<file path="src/rtl/rs232_rxb.sv">
// Buffered 8N1 RS232 receiver: 2-FF synchroniser, bit-timing FSM and show-ahead FIFO.
// Define RS232_RXB_FRAME_ERR_EN to discard frames whose stop bit is low and flag frame_err.
module rs232_rxb #(
    parameter int clock_freq = 50000000,
    parameter int num_slots  = 63
) (
    input  logic       clk,
    input  logic       rst,
    input  logic       fsel,
    input  logic       rxd,
    input  logic       rd,
    input  logic       clr,
    output logic [7:0] data_out,
    output logic       empty,
    output logic       full,
    output logic       overrun,
    output logic       frame_err
);
    localparam int BitFastI = clock_freq / 115200;
    localparam int BitSlowI = clock_freq / 19200;
    localparam int CW = $clog2(BitSlowI + 1);
    localparam int PW = $clog2(num_slots);
    localparam int NW = $clog2(num_slots + 1);

    localparam logic [CW-1:0] BitFast  = CW'(BitFastI);
    localparam logic [CW-1:0] BitSlow  = CW'(BitSlowI);
    localparam logic [CW-1:0] HalfFast = CW'(BitFastI / 2);
    localparam logic [CW-1:0] HalfSlow = CW'(BitSlowI / 2);
    localparam logic [PW-1:0] LastPtr  = PW'(num_slots - 1);
    localparam logic [NW-1:0] Slots    = NW'(num_slots);

    typedef enum logic [1:0] {
        IDLE,
        START,
        DATA,
        STOP
    } state_t;

    state_t        state_q;
    logic [1:0]    sync_q;
    logic          prev_q;
    logic [CW-1:0] tick_q;
    logic [CW-1:0] bit_q;
    logic [CW-1:0] half_q;
    logic [2:0]    idx_q;
    logic [7:0]    shift_q;
    logic          push_q;
`ifdef RS232_RXB_FRAME_ERR_EN
    logic          fe_ev_q;
`endif

    logic          rxd_s;
    assign rxd_s = sync_q[1];

    always_ff @(posedge clk or posedge rst) begin
        if (rst) begin
            state_q <= IDLE;
            sync_q  <= 2'b11;
            prev_q  <= 1'b1;
            tick_q  <= '0;
            bit_q   <= BitFast;
            half_q  <= HalfFast;
            idx_q   <= 3'd0;
            shift_q <= 8'h00;
            push_q  <= 1'b0;
`ifdef RS232_RXB_FRAME_ERR_EN
            fe_ev_q <= 1'b0;
`endif
        end else begin
            sync_q <= {sync_q[0], rxd};
            prev_q <= rxd_s;
            push_q <= 1'b0;
`ifdef RS232_RXB_FRAME_ERR_EN
            fe_ev_q <= 1'b0;
`endif
            case (state_q)
                IDLE: begin
                    // Only a real 1->0 transition starts a frame, so a held break is ignored.
                    if (prev_q && !rxd_s) begin
                        state_q <= START;
                        tick_q  <= '0;
                        bit_q   <= fsel ? BitFast : BitSlow;
                        half_q  <= fsel ? HalfFast : HalfSlow;
                    end
                end
                START: begin
                    if (tick_q == half_q - 1'b1) begin
                        tick_q <= '0;
                        idx_q  <= 3'd0;
                        state_q <= rxd_s ? IDLE : DATA;
                    end else begin
                        tick_q <= tick_q + 1'b1;
                    end
                end
                DATA: begin
                    if (tick_q == bit_q - 1'b1) begin
                        tick_q  <= '0;
                        shift_q <= {rxd_s, shift_q[7:1]};
                        if (idx_q == 3'd7) begin
                            state_q <= STOP;
                        end else begin
                            idx_q <= idx_q + 3'd1;
                        end
                    end else begin
                        tick_q <= tick_q + 1'b1;
                    end
                end
                STOP: begin
                    if (tick_q == bit_q - 1'b1) begin
                        tick_q  <= '0;
                        state_q <= IDLE;
`ifdef RS232_RXB_FRAME_ERR_EN
                        push_q  <= rxd_s;
                        fe_ev_q <= !rxd_s;
`else
                        push_q  <= 1'b1;
`endif
                    end else begin
                        tick_q <= tick_q + 1'b1;
                    end
                end
                default: state_q <= IDLE;
            endcase
        end
    end

    logic [7:0]    mem_q [num_slots];
    logic [PW-1:0] wptr_q;
    logic [PW-1:0] rptr_q;
    logic [NW-1:0] count_q;
    logic          overrun_q;
    logic          frame_err_q;
    logic          do_pop;
    logic          do_push;

    assign do_pop  = rd && (count_q != '0);
    // A pop in the same cycle frees the slot, so a push into a full FIFO still lands.
    assign do_push = push_q && ((count_q != Slots) || do_pop);

    always_ff @(posedge clk) begin
        if (do_push) begin
            mem_q[wptr_q] <= shift_q;
        end
    end

    always_ff @(posedge clk or posedge rst) begin
        if (rst) begin
            wptr_q      <= '0;
            rptr_q      <= '0;
            count_q     <= '0;
            overrun_q   <= 1'b0;
            frame_err_q <= 1'b0;
        end else begin
            if (do_push) begin
                wptr_q <= (wptr_q == LastPtr) ? '0 : wptr_q + 1'b1;
            end
            if (do_pop) begin
                rptr_q <= (rptr_q == LastPtr) ? '0 : rptr_q + 1'b1;
            end
            if (do_push && !do_pop) begin
                count_q <= count_q + 1'b1;
            end else if (do_pop && !do_push) begin
                count_q <= count_q - 1'b1;
            end
            if (push_q && !do_push) begin
                overrun_q <= 1'b1;
            end else if (clr) begin
                overrun_q <= 1'b0;
            end
`ifdef RS232_RXB_FRAME_ERR_EN
            if (fe_ev_q) begin
                frame_err_q <= 1'b1;
            end else if (clr) begin
                frame_err_q <= 1'b0;
            end
`endif
        end
    end

    assign empty     = (count_q == '0);
    assign full      = (count_q == Slots);
    assign data_out  = empty ? 8'h00 : mem_q[rptr_q];
    assign overrun   = overrun_q;
    assign frame_err = frame_err_q;

endmodule

</file>
<file path="config.mk">
export PLATFORM = sky130hd
export DESIGN_NAME = rs232_rxb
export DESIGN_NICKNAME = d
export VERILOG_FILES = /design/src/rtl/rs232_rxb.sv
export SDC_FILE = /design/constraint.sdc
export NUM_CORES = 1
export LEC_CHECK = 0
export ABC_CLOCK_PERIOD_IN_PS = 2950
export CAP_MARGIN = 20
export CORE_MARGIN = 1.5
export CORE_UTILIZATION = 31
export DETAILED_ROUTE_END_ITERATION = 6
export DONT_BUFFER_PORTS = 1
export PLACE_DENSITY_LB_ADDON = 0.2
export SETUP_SLACK_MARGIN = 0.05
export SLEW_MARGIN = 10
export SYNTH_ARGS = -nofsm -noshare
export SYNTH_HDL_FRONTEND = slang
export SYNTH_SLANG_ARGS = --single-unit
</file>
<file path="constraint.sdc">
create_clock -name clk -period 2.95 [get_ports clk]
set_input_delay 0.295 -clock clk [delete_from_list [all_inputs] [get_ports clk]]
set_output_delay 0.295 -clock clk [all_outputs]
set_load 0.005 [all_outputs]
</file>
* Yosys cells after proc, flatten, opt, wreduce, memory -nomap -nowiden
Memory sizes are Yosys's and may differ from the RTL's.
Index checks and enable logic that the tools add are counted.
** Operators by class
- Bitwise operators :: 0
- $lt $le $gt $ge :: 0
- Div/mod/pow operators :: 0
- Shift operators :: 0
- Muxes and demuxes :: 28
- Reduce and logical (&&, ||, !) cells :: 21
- Multiply operators :: 0
- Add/sub/neg operators :: 8
- Equal/unequal tests :: 16
** Operators by type and width (number)
- $mux 12 :: 4
- $pmux 12 s3 :: 1
- $eq 12x12->1 :: 2
- $mux 6 :: 4
- $sub 12x1->12 const B :: 2
- $add 6x1->6 const B :: 3
- $eq 6x6->1 const B :: 3
- $add 12x1->12 const B :: 1
- $mux 2 :: 6
- $ne 2x2->1 const B :: 6
- $mux 11 :: 1
- $mux 3 :: 3
- $mux 8 :: 1
- $pmux 2 s4 :: 1
- $logic_and 1x1->1 :: 6
- $logic_not 6->1 :: 1
- $mux 1 :: 6
- $ne 6x6->1 const B :: 1
- $pmux 3 s2 :: 1
- $reduce_bool 2->1 :: 3
- $reduce_bool 6->1 :: 1
- $sub 6x1->6 const B :: 1
- $reduce_and 5->1 :: 1
- $eq 2x2->1 const B :: 2
- 9 further kinds :: 12
** Word-level totals
- Bits in latches :: 0
- ROM bits :: 0
- Memory bits (writable) :: 504
- Logic and storage cells :: 87
- Memories kept :: 1
- Output and inout port bits :: 12
- Bits in registers :: 72
- Bits of input ports :: 6
** Memory list
- mem_q :: depth 63, width 8, rd ports 1, clocked after Yosys merged registers in 0, write ports 1, line 127 : logic [7:0] mem_q [num_slots];

* Longest topological paths before layout
Gate-level depths: netlist of run 1.
- Depth after elaboration :: 8
- Mapped depth :: 11
- Gate-level depth less buffers :: 11

* Worst setup path after synthesis of run 1
Ideal clock, no wire load.
- Path type :: register to register
- Start :: register count_q[0]
- End :: register count_q[5]
- Data arrival time :: 3.113 ns
- Path slack :: -0.243 ns
- Setup time :: 0.080 ns
- Stages on the path, launching flop included :: 12
- Required time :: 2.870 ns
- Buffers on the path :: 1
- Clock period less this slack :: 3.193 ns
- Path through :: dfrtp_1 -> or4_1 -> o21ai_0 -> clkbuf_1 -> ha_1 -> inv_1 -> ha_1 -> a21o_1 -> a21o_1 -> a211o_1 -> o211ai_1 -> xnor2_1
** On the way
- Longest elaborated chain between the ends :: 7
- Elaborated cells between the ends (all ways) :: 14
- Those cells by class :: add/sub (2); eq/ne (1); mux (2); reduce/logical (9)
** Ends and longest elaborated chain
- start, declared :: line 130 : logic [NW-1:0] count_q;
- start signal, assigned :: line 161 : count_q <= count_q + 1'b1;
- start signal, assigned :: line 163 : count_q <= count_q - 1'b1;
- branches (longest 7 deep; another with $sub 6x1->6)
Parallel ways; which one is timed is not known. The select of a mux whose other input is x is not followed.
A chain may end at the register's enable or synchronous reset.

* Worst setup path after layout of run 1
- Start :: register rptr_q[0]
- End :: output port data_out[4]
** On the way
- Longest elaborated chain between the ends :: 2
** Ends and longest elaborated chain
- start, declared :: line 129 : logic [PW-1:0] rptr_q;
- start signal, assigned :: line 158 : rptr_q <= (rptr_q == LastPtr) ? '0 : rptr_q + 1'b1;
- $mem_v2 63x8
- $mux 8 :: line 182 : assign data_out = empty ? 8'h00 : mem_q[rptr_q];
- end, declared :: line 13 : output logic [7:0] data_out,
Every way passes these cells.

==> results of run 1 <==
-- power by group through the flow --
stage | registers [mW] | clock network [mW] | logic [mW]
global route | 8.97 | 7.57 | 4.88
finish | 8.95 | 7.11 | 4.53
detailed placement | 9.12 | 0 | 4.04
CTS | 8.93 | 7.29 | 4.52
global placement | 9.12 | 0 | 4.03
floorplan | 8.87 | 0 | 2.90
-- final cells by class --
cell class                      instances  area, sq um  area share, %
Timing Repair Buffer                  168         1580           5.84
Clock buffer                           76         1580           5.84
Tap cell                              950         1190           4.39
Sequential cell                       554        16400           60.6
Inverter                               20         75.1          0.277
Multi-Input combinational cell        570         5980           22.1
Clock inverter                         34          275           1.02
-- state kept, by name, summed over array words and instances (netlist names), named ones only --
signal and cells:
idx_q 3, prev_q 1, rptr_q 6, push_q 1
count_q 6, wptr_q 6, mem_q 504, tick_q 12
half_q 2, shift_q 8, overrun 1, state_q 1
sync_q 2
-- critical path: stages, from the launching register on --
cell	delay (ns)
dfrtp_4	0.53
buf_8	0.17
buf_12	0.13
buf_12	0.10
mux4_2	0.54
mux2i_2	0.33
nand2_1	0.10
o2111ai_1	0.20
o211ai_1	0.27
-- cells in the mapped netlist (9+ instances only) --
| library cell | instances |
|---|---|
| a21oi_1 | 14 |
| and2_1 | 9 |
| buf_2 | 27 |
| clkbuf_1 | 25 |
| dfrtp_1 | 46 |
| edfxtp_1 | 504 |
| ha_1 | 15 |
| inv_1 | 19 |
| mux2_2 | 14 |
| mux2i_1 | 42 |
| mux4_2 | 135 |
| nand2_1 | 56 |
| nand3_1 | 16 |
| nor2_1 | 95 |
| nor3_1 | 15 |
| o21ai_0 | 33 |
| o22ai_1 | 10 |
| xnor2_1 | 11 |
-- metrics by stage --
step | util [%] | hold slack, ns | cell area, sq um | worst slack (ns)
2_1_floorplan | - | 0.299 | 22600 | 0.0551
3_3_place_gp | 34.4 | 0.300 | 24700 | 0.0148
3_5_place_dp | 34.4 | 0.300 | 24800 | -0.00244
4_1_cts | 37.6 | 0.0469 | 27000 | -0.396
5_1_grt | 37.7 | 0.113 | 27100 | -0.433
6_report | 37.7 | 0.102 | 27100 | -0.348
-- per-layer routing --
metal | part of all wire [%] | vias up | wire length, um | GRT usage (%)
met5 | 0 | - | 0 | 0
met4 | 2.3 | 0 | 1280 | 3.93
met3 | 5.4 | 85 | 3010 | 2.91
met2 | 47 | 277 | 26000 | 23.9
met1 | 45 | 6110 | 25200 | 21.0
li1 | - | 5198 | - | -
-- how the worst max path moves through the flow --
stage | from | endpoint | slack [ns] | depth (start not counted)
2_1_floorplan | count_q[0]$_DFFE_PP0P_ | count_q[5]$_DFFE_PP0P_ | 0.06 | 11
3_3_place_gp | rptr_q[0]$_DFFE_PP0P_ | data_out[3] | 0.01 | 7
3_5_place_dp | rptr_q[0]$_DFFE_PP0P_ | data_out[3] | -0.002 | 7
4_1_cts | rptr_q[0]$_DFFE_PP0P_ | data_out[1] | -0.40 | 10
5_1_grt | rptr_q[0]$_DFFE_PP0P_ | data_out[4] | -0.43 | 6
6_report | rptr_q[0]$_DFFE_PP0P_ | data_out[4] | -0.35 | 8
-- repair_timing --
action | 4_1_cts | 5_1_grt
hold endpoints to repair | 30 | 0
cloned | 2 | 1
gates resized for setup | 40 | 13
setup endpoints to repair | 8 | 17
pin swaps | 3 | 6
hold buffers | 5 | 0
buffers inserted | 12 | 1
-- logic make-up after synthesis --
kind of cell             synth area share (%)
flip-flops                               72.6
AND/OR/NAND/NOR                          5.14
multiplexers                             16.0
AO/OA/AOI/OAI                            2.92
buffers and inverters                    1.71
XOR/XNOR                                0.693
adder cells (fa/ha/maj)                 0.920
other                                  0.0166
==> run_results.csv, run 1 <==
group,metric,value,unit
critical_path,cp_max_fo,8,
sta,fin_crit_sh,112,%
power,pwr-share-clk,34.5,%
routing,totalWireLength,55400,um
yosys,netlist_instances,1209,
routing,wl_per_cell,23.4,um
floorplan,die_area,0.0745,sq mm
power,total_power,20.6,mW
yosys,synth-seq-cells,554,
sta,grt_setup_unrepaired,"true",
floorplan,ios,18,
clock_network,cts_root_buf,"clkbuf_16",
yosys,synth_nets,1231,
sta,max_freq,303,MHz
routing,routed_via_density,4.92,
finish,area_growth,20.0,%
outcome,status,"finished, violations left",
min_path,hp-class,"in2reg",
yosys,synth_area_leaders,"edfxtp_1, mux4_2, dfrtp_1, mux2i_1, nor2_1",
yosys,netlist.area_leader.share,67.0,%
yosys,syn_area_per_cell,18.7,sq um
sta,setup_violations,8,
sta,post-route-min-period,3.30,ns
global_route,gr-usage-all-layers,15.0,%
routing,drt_pre_antenna_iters,5,
finish,layout_commonest_cell,"edfxtp_1",
yosys,ys.flop_type,"edfxtp_1",
clock_network,clock-sinks,554,
yosys,yosysWarnings,1,
clock_network,cts_tree,"built",
yosys,ys_seq_area_share,72.6,%
power,switching_share,28.0,%
power,power_density,760,mW/mm^2
placed_design,place.gp.congestion,0.781,
yosys,syn_area,0.0226,sq mm
critical_path,r2r_end,"shift_q[5]$_DFFE_PP0P_",
power,pwr-share-seq,43.5,%
clock_network,cts.path.max_buffers,3,
critical_path,regToRegStartpoint,"half_q[7]$_DFFE_PP1P_",
critical_path,r2r_setup_slack,0.17,ns
sta,setup-tns-final,-2.32,ns
critical_path,crit_type,"reg2out",
outcome,violations,"negative setup slack",
global_route,antenna_found_initial,0,
placed_design,dp.cells,2241,
finish,drive_gt1_share,31.9,%
floorplan,die_w,273,um
global_route,grt_max_degree,66,
placed_design,port_buffers,0,
min_path,min_from,"rd",
power,switching_power,5.77,mW
sta,worst-slew-pin-transition,1.02,ns
floorplan,rows,98,
power,worst_ir_drop_vdd,0.000581,V
sta,finalHoldViolCount,0,
clock_network,clkLatencyLatePin,0.64,ns
routing,drc_errors,0,
power,power_frac_comb,22.0,%
power,power_leakage,8.43,nW
critical_path,worstSetupStartpointType,"flip-flop",
clock_network,clk_pin_slew,0.06,ns
global_route,grt_pass1_vias,12200,
sta,setup_ws,-0.348,ns
yosys,ys_types,64,
min_path,hold_depth,4,
yosys,synth_top_area_cell,"edfxtp_1",
clock_network,htree_levels,2,
routing,ant_nets,0,
critical_path,cp-end-kind,"output port",
routing,drtIter0Drc,1120,
yosys,synthArstFlopShare,9.03,%
routing,dr_total_vias,11700,
finish,fill_cells,6719,
critical_path,reg2reg_depth,8,
critical_path,worstPathArrival,3.00,ns
clock_network,cts_made_buffers,60,
power,power.internal,14.8,mW
finish,final_cell_mix,"edfxtp_1, buf_4, mux4_2",
sta,maxSlewViolCount,0,
sta,fin_skew,0.0424,ns
yosys,synth_edf_count,504,
min_path,hold_end,"wptr_q[0]$_DFFE_PP0P_",
job,drv_cap,0,
critical_path,critPathRequiredTime,2.65,ns
finish,diodes,0,
floorplan,die_y,273,um
floorplan,start_util,31.4,%
global_route,grt-ovfl-total,0,
sta,slew_headroom,31.9,%
placed_design,dp_hpwl,35200,um
finish,fin_cells,2372,
finish,layout.nets,1396,
floorplan,core_area,0.0719,sq mm
global_route,grt_pass1_wl,81900,um
No activity file was read; power rests on OpenSTA's default activity.
==> run 2, diff against run 1 <==
--- a/config.mk
+++ b/config.mk
@@ -13,6 +13,7 @@
 export DONT_BUFFER_PORTS = 1
 export PLACE_DENSITY_LB_ADDON = 0.2
 export SETUP_SLACK_MARGIN = 0.05
+export SKIP_LAST_GASP = 1
 export SLEW_MARGIN = 10
 export SYNTH_ARGS = -nofsm -noshare
 export SYNTH_HDL_FRONTEND = slang
==> run 2 against run 1 <==
  * The flow still finishes with violations (negative setup slack)
  * Utilization is essentially flat
  * Clock-buffer cell count is the same
  * Power is essentially flat
  * Via count is essentially flat
  * Global-route usage is essentially flat
  * Routed wire length grew 0.26%
  * Sequential power is essentially flat
  * Cell area is essentially flat
  * Hold slack gained 0.0026 ns
==> run_results.csv, run 2 (synthesized netlist as in run 1, its figures left out) <==
group,metric,value,unit
global_route,gr-usage-all-layers,15.0,%
finish,drive_gt1_share,31.7,%
routing,drtIter0Drc,1052,
power,pwr-share-clk,34.5,%
finish,fin_cells,2376,
finish,final_cell_mix,"edfxtp_1, buf_4, mux4_2",
critical_path,slowest_delay,0.53,ns
sta,fin_crit_sh,113,%
finish,largest_register,"mem_q",
power,switching_power,5.77,mW
placed_design,place_area,0.0248,sq mm
floorplan,die_w,273,um
outcome,status,"finished, violations left",
finish,register_area,0.0164,sq mm
clock_network,cts_root_buf,"clkbuf_16",
finish,area_growth,20.0,%
clock_network,htree_levels,2,
critical_path,r2r_end,"shift_q[5]$_DFFE_PP0P_",
power,switching_share,28.0,%
sta,post-route-min-period,3.33,ns
power,pwr-share-seq,43.4,%
routing,drc_errors,0,
finish,largest_register_ffs,504,
clock_network,clk_pin_slew,0.06,ns
finish,diodes,0,
global_route,grt_pass1_wl,81900,um
routing,totalWireLength,55600,um
critical_path,worstSetupStartpointType,"flip-flop",
floorplan,start_util,31.4,%
critical_path,reg2reg_depth,8,
sta,maxSlewViolCount,0,
critical_path,crit_path_top_delay_cell,"dfrtp_4",
sta,slew_headroom,31.0,%
critical_path,worstPathBufferInverterCount,3,
power,power_density,760,mW/mm^2
routing,dr_total_vias,11700,
critical_path,crit_top_cell,"buf_12",
sta,timing.hold.ws,0.105,ns
sta,worst-slew-pin-transition,1.03,ns
sta,fin_skew,0.0422,ns
finish,layout.nets,1400,
routing,wl_per_cell,23.4,um
min_path,min_from,"rd",
sta,finalHoldViolCount,0,
placed_design,dp.cells,2241,
clock_network,clock-sinks,554,
global_route,grt-ovfl-total,0,
critical_path,cp_max_fo,8,
critical_path,cp-end-kind,"output port",
min_path,hp-class,"in2reg",
critical_path,regToRegStartpoint,"half_q[7]$_DFFE_PP1P_",
job,drv_cap,0,
critical_path,critPathRequiredTime,2.65,ns
clock_network,cts_tree,"built",
routing,drt_pre_antenna_iters,4,
finish,multi_input_area,0.00595,sq mm
finish,layout_commonest_cell,"edfxtp_1",
power,worst_ir_drop_vdd,0.000581,V
placed_design,dp_hpwl,35200,um
global_route,grt_pass1_vias,12200,
floorplan,die_y,273,um
finish,final_area,0.0271,sq mm
sta,setup_ws,-0.382,ns
floorplan,rows,98,
critical_path,path_cells,"buf_8 -> buf_12 -> buf_12 -> mux4_2 -> mux2i_1 -> nand2_1 -> o2111ai_1 -> o211ai_1",
routing,routed_via_density,4.91,
sta,setup_violations,8,
power,total_power,20.6,mW
routing,ant_nets,0,
global_route,grt_max_degree,66,
critical_path,r2r_setup_slack,0.17,ns
power,power.internal,14.8,mW
placed_design,port_buffers,0,
placed_design,place_ws,-0.00244,ns
critical_path,worstPathArrival,3.04,ns
floorplan,die_area,0.0745,sq mm
power,power_leakage,8.46,nW
placed_design,place.gp.congestion,0.781,
outcome,violations,"negative setup slack",
global_route,antenna_found_initial,0,
power,power_frac_comb,22.1,%
min_path,hold_end,"wptr_q[1]$_DFFE_PP0P_",
clock_network,cts.path.max_buffers,3,
sta,max_freq,300,MHz
min_path,hold_depth,4,
finish,reg_top3,"mem_q: 504 flops, tick_q: 12 flops, shift_q: 8 flops",
floorplan,ios,18,
finish,fill_cells,6716,
critical_path,cp_top_family,"multiplexers",
clock_network,clkLatencyLatePin,0.64,ns
critical_path,crit_type,"reg2out",
sta,grt_setup_unrepaired,"true",
clock_network,cts_made_buffers,60,
floorplan,core_area,0.0719,sq mm
[run 2: cell count changes in the layout (fill, tap and decap cells not counted), sizes merged]
cell / previous run / this run
buf: 162 / 165
clkbuf: 77 / 78
[run 2: worst max path at each step]
stage / from / end / slack, ns / cells past startpoint
after global placement: rptr_q[0]$_DFFE_PP0P_ / data_out[3] / 0.01 / 7
after detailed placement: rptr_q[0]$_DFFE_PP0P_ / data_out[3] / -0.002 / 7
final: rptr_q[0]$_DFFE_PP0P_ / data_out[4] / -0.38 / 8
after floorplan: count_q[0]$_DFFE_PP0P_ / count_q[5]$_DFFE_PP0P_ / 0.06 / 11
after CTS: rptr_q[0]$_DFFE_PP0P_ / data_out[1] / -0.40 / 10
after global routing: rptr_q[0]$_DFFE_PP0P_ / data_out[1] / -0.45 / 10
[run 2: worst register-to-register path, delay by kind of cell (launching register included)]
family                     cells  cell delay, ns
muxes                          1            0.33
adders and majority gates      1            0.33
buffers and inverters          2            0.23
xor gates and xnor gates       1            0.15
and+or+nand+nor                3            1.04
DFF                            1            0.58
[run 2: metal layers]
layer  up-vias  GRT usage (%)  routed length [um]
met1      6120           21.0               25000
met2       250           23.9               26300
li1       5207              -                   -
met4         0           3.93                1230
met5         -              0                   0
met3        82           2.91                2980
[run 2: final cells by class]
cell class,count,area share [%]
flip-flops and latches,554,60.6
repair buffers,172,5.97
multi-input cells,570,22.0
clock buffers,76,5.84
well taps,950,4.39
inverters,20,0.277
clock inverters,34,1.02
[run 2: metrics by stage]
step / TNS, ns / utilization (%)
floorplan: 0 / -
global placement: 0 / 34.4
detailed placement: -0.00244 / 34.4
CTS: -2.85 / 37.5
global route: -3.07 / 37.7
finish: -2.38 / 37.7
[run 2: repair_timing]
action	CTS	global route
hold buffers	5	0
endpoints found under the setup margin	8	17
endpoints found under the hold margin	30	0
pin swaps	3	5
gates cloned	2	2
resized for setup	35	9
setup buffers	12	4
[run 2: power by group through the flow]
| stage | registers [mW] | clock network (mW) | logic [mW] |
|---|---|---|---|
| after floorplan | 8.87 | 0 | 2.90 |
| after global placement | 9.12 | 0 | 4.03 |
| after detailed placement | 9.12 | 0 | 4.04 |
| after CTS | 8.93 | 7.29 | 4.50 |
| after global routing | 8.97 | 7.57 | 4.91 |
| final | 8.94 | 7.11 | 4.54 |
